File: config.mk
export PLATFORM = sky130hd
export DESIGN_NAME = uart_rx
export DESIGN_NICKNAME = d
export VERILOG_FILES = /design/src/rtl/uart_rx.sv
export SDC_FILE = /design/constraint.sdc
export NUM_CORES = 1
export LEC_CHECK = 0
export CORE_ASPECT_RATIO = 1.4
export CORE_MARGIN = 2
export CORE_UTILIZATION = 40
export CTS_CLUSTER_DIAMETER = 80
export CTS_CLUSTER_SIZE = 14
export DETAILED_ROUTE_END_ITERATION = 10
export MAX_ROUTING_LAYER = met4
export PLACE_DENSITY = 0.6
export SETUP_SLACK_MARGIN = 0.1
export SLEW_MARGIN = 20
export SYNTH_ARGS = -nofsm -noshare
export SYNTH_HDL_FRONTEND = slang
export SYNTH_SLANG_ARGS = --single-unit
File: constraint.sdc
create_clock -name clk -period 2.5 [get_ports clk]
set_clock_uncertainty 0.05 [all_clocks]
set_input_delay 0.25 -clock clk [delete_from_list [all_inputs] [get_ports clk]]
set_output_delay 0.25 -clock clk [all_outputs]
set_load 0.1 [all_outputs]
File: src/rtl/uart_rx.sv
// 8N1 UART receiver: 2-flop synchroniser, divisor-timed bit FSM, FWFT byte FIFO
// with valid/ready pop port, and sticky framing/overflow status flags.
module uart_rx #(
  parameter int W_DIV      = 16,
  parameter int FIFO_DEPTH = 8,
  parameter int W_LEVEL    = 4
) (
  input  logic               clk,
  input  logic               rst,
  input  logic               en,
  input  logic [W_DIV-1:0]   div,
  input  logic               rx,
  output logic [7:0]         rdata,
  output logic               rvalid,
  input  logic               rready,
  output logic [W_LEVEL-1:0] level,
  output logic               err_frame,
  output logic               err_overflow,
  input  logic               err_clear
);

  localparam int W_PTR = $clog2(FIFO_DEPTH);
  localparam logic [W_LEVEL-1:0] LEVEL_FULL = W_LEVEL'(FIFO_DEPTH);

  localparam logic [2:0] S_IDLE  = 3'd0;
  localparam logic [2:0] S_START = 3'd1;
  localparam logic [2:0] S_DATA  = 3'd2;
  localparam logic [2:0] S_STOP  = 3'd3;
  localparam logic [2:0] S_BREAK = 3'd4;

  logic             rx_meta_q, rx_s_q;
  logic [2:0]       state_q, state_d;
  logic [W_DIV-1:0] cnt_q, cnt_d;
  logic [W_DIV-1:0] div_q, div_d;
  logic [2:0]       bit_cnt_q, bit_cnt_d;
  logic [7:0]       shift_q, shift_d;

  logic [7:0]         mem_q [FIFO_DEPTH];
  logic [W_PTR-1:0]   rd_ptr_q, wr_ptr_q;
  logic [W_LEVEL-1:0] level_q, level_d;
  logic               err_frame_q, err_ovf_q;

  logic cnt_zero, push_req, frame_evt;
  logic fifo_empty, fifo_full, push, pop, ovf_evt;

  assign cnt_zero = (cnt_q == '0);

  always_ff @(posedge clk) begin
    if (rst) begin
      rx_meta_q <= 1'b1;
      rx_s_q    <= 1'b1;
    end else begin
      rx_meta_q <= rx;
      rx_s_q    <= rx_meta_q;
    end
  end

  always_comb begin
    state_d   = state_q;
    cnt_d     = cnt_q;
    div_d     = div_q;
    bit_cnt_d = bit_cnt_q;
    shift_d   = shift_q;
    push_req  = 1'b0;
    frame_evt = 1'b0;
    case (state_q)
      S_IDLE: begin
        if (en && !rx_s_q) begin
          state_d = S_START;
          cnt_d   = div >> 1;
          div_d   = div;
        end
      end
      S_START: begin
        if (!cnt_zero) begin
          cnt_d = cnt_q - 1'b1;
        end else if (!rx_s_q) begin
          state_d   = S_DATA;
          cnt_d     = div_q - 1'b1;
          bit_cnt_d = 3'd0;
        end else begin
          state_d = S_IDLE;
        end
      end
      S_DATA: begin
        if (!cnt_zero) begin
          cnt_d = cnt_q - 1'b1;
        end else begin
          shift_d   = {rx_s_q, shift_q[7:1]};
          cnt_d     = div_q - 1'b1;
          bit_cnt_d = bit_cnt_q + 1'b1;
          if (bit_cnt_q == 3'd7) state_d = S_STOP;
        end
      end
      S_STOP: begin
        if (!cnt_zero) begin
          cnt_d = cnt_q - 1'b1;
        end else if (rx_s_q) begin
          push_req = 1'b1;
          state_d  = S_IDLE;
        end else begin
          frame_evt = 1'b1;
          state_d   = S_BREAK;
        end
      end
      S_BREAK: begin
        if (rx_s_q) state_d = S_IDLE;
      end
      default: state_d = S_IDLE;
    endcase
    // Disabling abandons any partial frame silently.
    if (!en) begin
      state_d   = S_IDLE;
      push_req  = 1'b0;
      frame_evt = 1'b0;
    end
  end

  always_ff @(posedge clk) begin
    if (rst) begin
      state_q   <= S_IDLE;
      cnt_q     <= '0;
      div_q     <= '0;
      bit_cnt_q <= 3'd0;
      shift_q   <= 8'h00;
    end else begin
      state_q   <= state_d;
      cnt_q     <= cnt_d;
      div_q     <= div_d;
      bit_cnt_q <= bit_cnt_d;
      shift_q   <= shift_d;
    end
  end

  assign fifo_empty = (level_q == '0);
  assign fifo_full  = (level_q == LEVEL_FULL);
  assign pop        = !fifo_empty && rready;
  // A pop in the same cycle frees the slot the incoming byte needs.
  assign push       = push_req && (!fifo_full || pop);
  assign ovf_evt    = push_req && fifo_full && !pop;

  always_comb begin
    level_d = level_q;
    case ({push, pop})
      2'b10:   level_d = level_q + 1'b1;
      2'b01:   level_d = level_q - 1'b1;
      default: level_d = level_q;
    endcase
  end

  always_ff @(posedge clk) begin
    if (push) mem_q[wr_ptr_q] <= shift_q;
  end

  always_ff @(posedge clk) begin
    if (rst) begin
      rd_ptr_q    <= '0;
      wr_ptr_q    <= '0;
      level_q     <= '0;
      err_frame_q <= 1'b0;
      err_ovf_q   <= 1'b0;
    end else begin
      if (push) wr_ptr_q <= wr_ptr_q + 1'b1;
      if (pop)  rd_ptr_q <= rd_ptr_q + 1'b1;
      level_q     <= level_d;
      err_frame_q <= frame_evt | (err_frame_q & ~err_clear);
      err_ovf_q   <= ovf_evt   | (err_ovf_q   & ~err_clear);
    end
  end

  assign rdata        = fifo_empty ? 8'h00 : mem_q[rd_ptr_q];
  assign rvalid       = !fifo_empty;
  assign level        = level_q;
  assign err_frame    = err_frame_q;
  assign err_overflow = err_ovf_q;

endmodule
* Word level (Yosys, flattened, before mapping)
Memories as Yosys holds them, arrays and structs flattened. A register that Yosys moved wholly into a read port is not among the register bits.
Cells that the tools add are included.
** Storage, ports and cells
- Register bits after elaboration :: 60
- RAM bits :: 64
- Input bits :: 22
- Output and inout bits :: 15
- Word-level logic and storage cells :: 98
- Memories :: 1
** Memory list
- mem_q :: words 8, width 8, rd ports 1, clocked after memory_dff 1, wr ports 1, line 38 : logic [7:0] mem_q [FIFO_DEPTH];
** Operators by class
- $add $sub $neg :: 7
- Equal/unequal tests :: 17
- Mux-type cells :: 33
- Bitwise operators :: 6
- Reductions and logical operators :: 22
** Operator list (count)
- two-way mux 16 bit :: 5
- case mux 16 bit (4 select lines) :: 1
- two-way mux 3 bit :: 12
- subtractor 16 x 1 -> 16 bit, second input constant :: 2
- logical NOT 16 bit :: 1
- != test 2 bit, second input constant :: 8
- case mux 3 bit (5 select lines) :: 1
- two-way mux 1 bit :: 10
- adder 3 x 1 -> 3 bit, second input constant :: 3
- two-way mux 8 bit :: 1
- case mux 4 bit (2 select lines) :: 1
- AND reduction 4 bit :: 2
- equality test 3 x 2 -> 1 bit, second input constant :: 2
- equality test 3 bit, second input constant :: 2
- case mux 3 bit (2 select lines) :: 1
- AND reduction 6 bit :: 1
- logical AND 1 bit :: 5
- adder 4 x 1 -> 4 bit, second input constant :: 1
- equality test 4 bit, second input constant :: 1
- logical NOT 1 bit :: 4
- logical NOT 4 bit :: 1
- AND reduction 2 bit :: 2
- nonzero test 2 bit :: 2
- nonzero test 4 bit :: 1
- other kinds (12) :: 15

* Depth between registers and ports, before layout
Gate-level depths: netlist of the first run.
- Depth in word-level cells :: 7
- Gate-level depth with buffers :: 11
- Depth with buffers taken out :: 11

* Least setup slack after synthesis of the first run
No wires, ideal clock.
- Kind :: reg-to-reg
- Start point :: register level_q[1], in the netlist level[1]
- End point :: register level_q[2], in the netlist level[2]
- Setup time :: 0.067 ns
- Data arrival time :: 3.523 ns
- Data required time :: 2.383 ns
- Setup slack :: -1.140 ns
- Cell stages (with the launch flop) :: 12
- Path buffers :: 1
- Period minus slack after synthesis :: 3.640 ns
- Cell sequence :: dfxtp_1 buf_2 nor4_2 inv_1 and2_1 o21ai_0 xnor2_1 ha_1 a2111oi_0 a31oi_1 xor2_1 nor2_1
** On the way
- Word-level cells in the longest chain between the ends :: 7
- Elaborated cells between the ends (all ways) :: 13
- Those cells by class :: add/sub: 2; eq/ne: 3; mux: 1; reduce/logical: 7
** Ends and longest elaborated chain
- from (decl) :: line 40 : logic [W_LEVEL-1:0] level_q, level_d;
- from (signal assigned) :: line 165 : level_q <= level_d;
- logical NOT 4 bit (*) :: line 135 : assign fifo_empty = (level_q == '0);
- logical NOT 1 bit (*)
- named net rvalid :: line 14 : output logic rvalid,
- logical AND 1 bit (*) :: line 137 : assign pop = !fifo_empty && rready;
- logical OR 1 bit :: line 139 : assign push = push_req && (!fifo_full || pop);
- logical AND 1 bit :: line 139
- equality test 2 x 1 -> 1 bit / equality test 2 bit (equally long branches) :: line 144 : case ({push, pop})
- case mux 4 bit (2 select lines) / nonzero test 2 bit (equally long branches)
The timed path passes the listed nets; every way through them passes the cells marked *.
A chain may end at the register's enable or synchronous reset.

==> results of run 1 <==
==> state kept, by name (all words and copies together) (netlist names), 3 cells and up, named ones only <==
register,cells
bit_cnt_q,3
cnt_q,16
div_q,16
level,4
mem_q,64
rd_ptr_q,3
shift_q,8
state_q,3
wr_ptr_q,3
==> worst paths after layout <==
kind,from,to,slack [ns],depth (start not counted)
hold / removal,rst,div_q[4],0.14,2
hold reg to reg,rx_meta_q,rx_s_q,0.36,1
setup / recovery,register,rdata[3],0.21,5
setup reg to reg,cnt_q[0],mem_q[0][6],0.26,8
==> what timing repair did <==
item / in CTS / in global routing
buffers inserted: 0 / 2
setup endpoints to repair: 65 / 73
gates resized for setup: 2 / 9
pin swaps: 0 / 8
hold buffers: 0 / 0
==> metal layers <==
layer / routed length [um] / vias up / share of wire
li1: - / 2061 / -
met1: 5246 / 2008 / 0.39
met2: 7416 / 95 / 0.55
met3: 390 / 30 / 0.029
met4: 346 / 0 / 0.026
met5: 0 / - / 0
==> critical path: cells and delay by family, from the launching register on <==
kind / cells / cell delay, ns
flops: 1 / 0.32
simple gates: 1 / 0.09
buf+inv: 2 / 0.40
mux: 2 / 0.75
==> final cells by class <==
cell class              instances  area share
clock buffers                  18     0.05983
clock inverters                14     0.01977
inverters                       6    0.003579
multi-input cells             369      0.3554
flip-flops and latches        127      0.4348
well taps                     189     0.03221
repair buffers                 70     0.09443
==> kinds of logic after synthesis <==
| family | Yosys count | share of synthesized area |
|---|---|---|
| AOI/OAI and AO/OA | 97 | 0.09729 |
| xor gates and xnor gates | 23 | 0.03465 |
| adders and majority gates | 7 | 0.01507 |
| buffers and inverters | 29 | 0.02088 |
| DFF | 127 | 0.5476 |
| muxes | 42 | 0.1068 |
| and+or+nand+nor | 200 | 0.1778 |
==> power by group through the flow <==
stage,Clock [mW],Sequential (mW),Combinational (mW)
floorplan,0,2.25,0.250
global placement,0,2.25,0.394
detailed placement,0,2.25,0.396
CTS,2.48,2.21,0.401
global route,2.56,2.21,0.452
finish,2.44,2.21,0.409
==> cell usage in the layout, fill, tap and decap left out, drive strengths merged, types with 3 or more instances in the layout <==
cell type / n
nor2: 67
dfxtp: 63
xnor2: 5
xor2: 18
o31ai: 3
a31oi: 5
nand4: 5
mux2i: 26
nor3: 14
ha: 7
nand3: 3
nor4: 11
and2: 4
nand2b: 10
clkinvlp: 4
buf: 50
clkbuf: 18
or3: 4
nand2: 56
clkdlybuf4s50: 20
a211oi: 3
nor3b: 3
o22ai: 5
a21oi: 35
edfxtp: 64
mux4: 16
inv: 13
a22oi: 3
o21ai: 33
nand3b: 7
or2: 3
nor2b: 5
==> flow_results.org, run 1 <==
** Power and ir drop
- Switching pwr :: 1.261 mW
- The share of total power dissipated in sequential elements is 0.437.
- Internal power :: 3.791 mW
- Of the total power, the share spent switching nets is 0.2496.
- The completed layout was analyzed and its total power is 5.052 mW.
- Of the total power, the clock network draws 0.482.
- For this design the static power due to leakage is 2.599 nW.
- Power share of the combinational group :: 0.081
- Dividing total power by cell area gives a power density of 688.3 nW/um^2.
- Across the VDD grid, the largest voltage drop is 0.0004214 V.

** GRT
- Via count of the first global-routing pass :: 4343
- Pin count of the biggest net entering global routing :: 29
- Met3 global-route usage :: 0.03661
- After global routing, the most crowded layer is met2.
- First-pass GRT wire length :: 21.76 mm
- For met2 alone, demand over resource in global routing was 0.3442.
- For this run, global-route usage on met1 was measured as 0.1906.
- Across every metal layer, demand over resource in global routing totals 0.1883.
- Overflow left after global routing :: 0
- The number of antenna violations at the first check in global routing came to 0.

** Synthesis
- Net count of the mapped netlist :: 554
- By count the netlist is led by sky130_fd_sc_hd__nor2_1 (67), sky130_fd_sc_hd__edfxtp_1 (64), sky130_fd_sc_hd__dfxtp_1 (63).
- After synthesis, the cell types taking the most area are sky130_fd_sc_hd__edfxtp_1 (33%), sky130_fd_sc_hd__dfxtp_1 (22%), sky130_fd_sc_hd__mux4_2 (6.2%).
- Proportion of synthesized chip area in sequential cells :: 0.5476
- The synthesized netlist contains 56 unique library cells.
- Averaged over all synthesized cells, the footprint is 11.07 um^2.
- Cell accounting for the most synthesized area :: sky130_fd_sc_hd__edfxtp_1
- The synthesized design contains 64 enable-type register cells.
- Area of the mapped netlist :: 5813 um^2
- Count of synthesis-stage warnings from yosys :: 0
- Of all flip-flops after synthesis, the portion carrying an async set or reset was 0.
- Top FF cell, synth :: sky130_fd_sc_hd__edfxtp_1
- The synthesized design contains 127 register bits.
- Area fraction of the dominant cell type after synthesis :: 0.3306
- Among all cell types in the netlist, the one instantiated most often is sky130_fd_sc_hd__nor2_1.
- Number of instances in the synthesized netlist :: 525

** Floorplan
- Total die area :: 15530 um^2
- Core box area :: 14310 um^2
- Number of core rows :: 52
- Total I/O pin count :: 37
- Die height :: 146.6 um
- Measured along the x axis, the die boundary spans 105.9 um.
- Starting utilization of the core area :: 0.4061

** Cells and area
- In the final layout, the share of cells above drive strength 1 is 0.2169.
- The area growth from synthesis to layout is 26.28%.
- Post-layout instance area :: 7341 um^2
- Final core utilization :: 0.5129
- The number of antenna diodes in the final layout is 0.
- Summing all flip-flop and latch instances after layout gives 3192 um^2.
- After filler insertion, the fill cell instance count of the layout stands at 1289.
- Area of combinational cells with multiple inputs :: 2609 um^2
- In the final design database the tool counted 620 nets.
- Post-route non-filler standard cell count :: 793

** STA
- Number of pins exceeding their max-slew limit in the final report :: 0
- Setup WS post-layout :: 0.2096 ns
- Dividing the final minimum period by the clock period gives 0.9162.
- Setup repair after global routing left no endpoint under its margin.
- Setup violations remaining at the end of the flow were counted as 0.
- For the pin with the worst max-slew slack, the measured transition is 0.6139 ns.
- In the final timing run, aggregate negative setup slack is 0 ns.
- Hold_ws :: 0.1366 ns
- Subtracting the final worst setup slack from the clock period gives 2.290 ns.
- Timing would allow up to 436.6 MHz.
- Worst max-slew margin expressed relative to the limit :: 0.5892
- The final hold violation count was 0.

** Detailed routing
- Before antenna repair, the detailed router went through 5 iterations.
- Number of DRC markers after the initial detailed-route iteration :: 172
- The routed layout has 4194 vias.
- In the final routed layout, each cell accounts on average for 16.90 um.
- Final wirelength :: 13.40 mm
- DRC violations left :: 0
- In this run the remaining antenna-violating nets after routing total 0.
- In the routed layout, each cell is associated on average with a via count of 5.289.

** Clocking
- Clock Sink Count :: 127
- Clock-pin slew of the registers on the worst-case setup and hold paths :: 0.06 ns
- Root Buffer :: sky130_fd_sc_hd__clkbuf_16
- Clock latency on the worst-skew pair, taken at its later pin, is 0.43 ns.
- CTS tree :: yes
- Number of buffers inserted during clock tree synthesis :: 17
- The longest clock path from root to sink contains 2 buffers.
- The H-tree was split into 4 levels.

** Critical path
- Critical path's largest stage delay :: 0.59 ns
- On the critical path, the stage with the largest delay is an instance of sky130_fd_sc_hd__mux4_2.
- Worst endpoint data arrival time :: 1.99 ns
- Critical path, cell by cell :: buf_6, mux4_2, mux2i_1, nor2_1, buf_12
- Along the worst path, the maximum fanout reaches 16.
- STA puts the critical path data required time at 2.20 ns.
- STA classifies the critical path endpoint as a primary output.
- Startpoint kind of the worst setup timing path :: register
- Critical path start-end classification :: reg2out

** Placed design
- Routability-driven placement finished with a final weighted congestion of 0.8713.
- Placed inst area :: 6683 um^2
- Number of placed instances with taps included :: 759
- Quantity of I/O buffers inserted on ports :: 36
- DPL Wire Length :: 9.786 mm
- Setup slack at placement :: 0.06397 ns

** Run status
- Status :: finished clean

** Flow run
- Max-cap violations in this run came to 0.

** Worst hold path
- In this run the worst hold path is classified as in2reg.
Note: power is estimated with default switching activity, not from simulation.
==> run 2, diff against run 1 <==
Settings changed: CORE_ASPECT_RATIO 1.4 to unset.
==> run 2 against run 1 <==
  * Register-to-register slack lost 0.06 ns
  * Global-route usage grew 0.093 points
  * Final area shrank 0.48%
  * Via count grew 0.52%
  * First-iteration DRC count grew 64%
  * Clock power is essentially flat
  * Wire length shrank 0.36%
  * Total power grew 0.25%
  * Setup slack lost 0.012 ns
  * Critical path type is now reg2reg
==> flow_results.org, run 2 (same netlist as run 1, synthesis figures left out) <==
** Run status
- Status :: finished clean

** Critical path
- STA classifies the critical path startpoint as a register.
- Across all register-to-register paths, the minimum setup slack is 0.20 ns.
- Kind of end point of the critical path :: register
- The endpoint identified for the worst register-to-register timing path is level[3].
- In this design, the stage delay of the slowest critical-path cell is 0.63 ns.
- Top delay family on crit path :: simple AND/OR/NAND/NOR gates
- Reg-to-Reg Start :: cnt_q[0]
- The largest individual stage delay along the critical path comes from the cell sky130_fd_sc_hd__or4b_2.
- The number of buffers and inverters on the critical path is 3.
- Endpoint required time on the critical path :: 2.75 ns
- Critical path start-end classification :: reg2reg
- Critical path, cell by cell :: inv_1, ha_1, nor3b_2, buf_4, nand4_2, buf_4, nor2_1, or4b_2, a21oi_2, nor3_1
- Most common cell type on the critical path :: sky130_fd_sc_hd__buf_4
- Length in cells of the worst reg-to-reg path :: 10
- In this run the worst path has a maximum fanout of 7.
- Worst endpoint data arrival time :: 2.55 ns

** Floorplan
- Total die area :: 15510 um^2
- Number of core rows :: 44
- Total I/O pin count :: 37
- Die outline width :: 124.6 um
- Die height :: 124.6 um
- Starting utilization of the core area :: 0.4046
- The region available for standard cell placement spans 14370 um^2.

** Clocking
- After clock tree synthesis, the clock-pin slew on the worst setup and hold paths is 0.06 ns.
- TritonCTS built the clock tree.
- Clock tree synthesis found a total of 127 sinks.
- CTS placed an instance of sky130_fd_sc_hd__clkbuf_16 at the clock tree root.
- Latest clock arrival within the worst-skew pair :: 0.42 ns
- Buffers inserted during clock tree synthesis total 17.
- Maximum clock path buffer count :: 2
- The H-tree was split into 4 levels.

** STA
- Worst max-slew margin expressed relative to the limit :: 0.5500
- Number of failing setup endpoints in the final timing report :: 0
- The final-report max-slew violation count is 0.
- At the pin with the least slew margin, the transition time is 0.6750 ns.
- Setup repair after global routing missed its margin :: true
- The smallest clock period supported by the final layout is computed as 2.302 ns.
- After routing, the total negative slack on setup checks comes to 0 ns.
- Period utilisation layout :: 0.9208
- For this run, the top clock speed supported by timing is 434.4 MHz.
- The final hold violation count was 0.

** GRT
- In the global route stage, overall resource usage came out at 0.1893.
- Entering global routing, the biggest net connects 40 pins.
- The number of antenna violations at the first check in global routing was 0.
- The via count of the first global-routing pass is 4363.
- After global routing the overflow that remains totals 0.
- The first global-routing pass estimated 22.33 mm of wire.

** Power and ir drop
- Total Power :: 5.065 mW
- The worst-case IR drop observed on VDD is 0.0004366 V.
- For this design the ratio of total power to cell area is 693.3 nW/um^2.
- The analysis attributes to cell leakage a power of 2.601 nW.

** Detailed routing
- Detail-routed via count per cell :: 5.350
- After the first detailed-routing iteration, the DRC count stood at 282.
- Avg WL per Cell :: 16.94 um
- Detailed Routing Iterations Pass 1 :: 4
- Routed via count :: 4216
- After detailed routing, the number of remaining DRC violations is 0.
- The final layout contains routed wiring with a total length of 13.35 mm.
- Count of antenna-violating nets left after detailed routing :: 0

** Cells and area
- ANT cells :: 0
- Final net count :: 620
- For this run, the number of standard cells in the final layout without fillers is 788.
- In the final layout, the share of cells above drive strength 1 is 0.2119.
- P&R area growth vs syn :: 25.68%
- Most common cell after layout, fill and taps aside :: sky130_fd_sc_hd__nor2_1
- The register with the most flip-flops in the layout has 64 of them.
- Commonest cells after routing, fill and taps aside :: sky130_fd_sc_hd__nor2_1 (67), sky130_fd_sc_hd__edfxtp_1 (64), sky130_fd_sc_hd__dfxtp_1 (58), sky130_fd_sc_hd__nand2_1 (56), sky130_fd_sc_hd__buf_4 (39)
- Post-layout instance area :: 7306 um^2
- Ranked by flip-flop count, first place goes to mem_q.
- The layout has 1236 filler cells.
- In the final layout, the registers with the most flip-flops are mem_q: 64 flops, cnt_q: 16 flops, div_q: 16 flops.

** Placed design
- After detailed placement, the design holds a cell count of 754.
- Gp weighted congestion :: 0.8710
- Summing all placed instances gives a cell area of 6676 um^2.
- Detailed placement ended at an HPWL of 9.581 mm.
- Quantity of I/O buffers inserted on ports :: 36

** Worst hold path
- Start point of the worst hold path :: rst
- Path category of the worst min-delay check :: in2reg
- For hold timing, the worst endpoint is div_q[3].
- The worst hold path was traced through 2 stages.

** Flow run
- Max-cap violations in this run came to 0.
[run 2: report_power, final]
part	internal (mW)	switching [mW]	total, mW
Sequential	2.18	0.0235	2.21
Combinational	0.177	0.230	0.407
Clock	1.53	0.923	2.45
Total	3.89	1.18	5.06
[run 2: worst max path at each step]
stage / start / endpoint / cells past startpoint
2_1_floorplan: level[1] / level[2] / 11
3_3_place_gp: cnt_q[0] / mem_q[0][5] / 9
3_5_place_dp: cnt_q[0] / level[3] / 10
4_1_cts: register / rdata[2] / 5
5_1_grt: cnt_q[6] / cnt_q[8] / 7
6_report: cnt_q[0] / level[3] / 10
[run 2: final cells by class]
| class | instances | area [um^2] | share of cell area |
|---|---|---|---|
| sequential | 127 | 3192 | 0.4369 |
| timing repair buffer | 70 | 693.2 | 0.09488 |
| multi-input combinational | 369 | 2572 | 0.3521 |
| inverter | 6 | 26.28 | 0.003597 |
| tap | 184 | 230.2 | 0.03151 |
| clock buffer | 20 | 456.7 | 0.06251 |
| clock inverter | 12 | 135.1 | 0.01850 |
[run 2: per-layer routing]
| layer | up-vias | wire, um | GRT usage |
|---|---|---|---|
| met5 | - | 0 | - |
| met4 | 0 | 267 | 0.07403 |
| met3 | 22 | 394 | 0.04424 |
| met2 | 75 | 7046 | 0.3298 |
| met1 | 2060 | 5643 | 0.2101 |
| li1 | 2059 | - | - |
[run 2: timing repair]
item                                   4_1_cts  5_1_grt
endpoints found under the hold margin        0        0
gates resized for setup                      1        5
hold buffers                                 0        0
setup endpoints to repair                    2       79
setup buffers                                0        2
pin swaps                                    0        1
[run 2: stage by stage]
stage | worst slack (ns) | hold slack, ns | utilization
6_report | 0.1979 | 0.3029 | 0.5084
4_1_cts | 0.1469 | 0.2995 | 0.5061
5_1_grt | 0.04872 | 0.3335 | 0.5084
2_1_floorplan | -0.5248 | 0.3038 | -
3_5_place_dp | 0.1887 | 0.3436 | 0.4646
3_3_place_gp | 0.2019 | 0.3437 | 0.4646
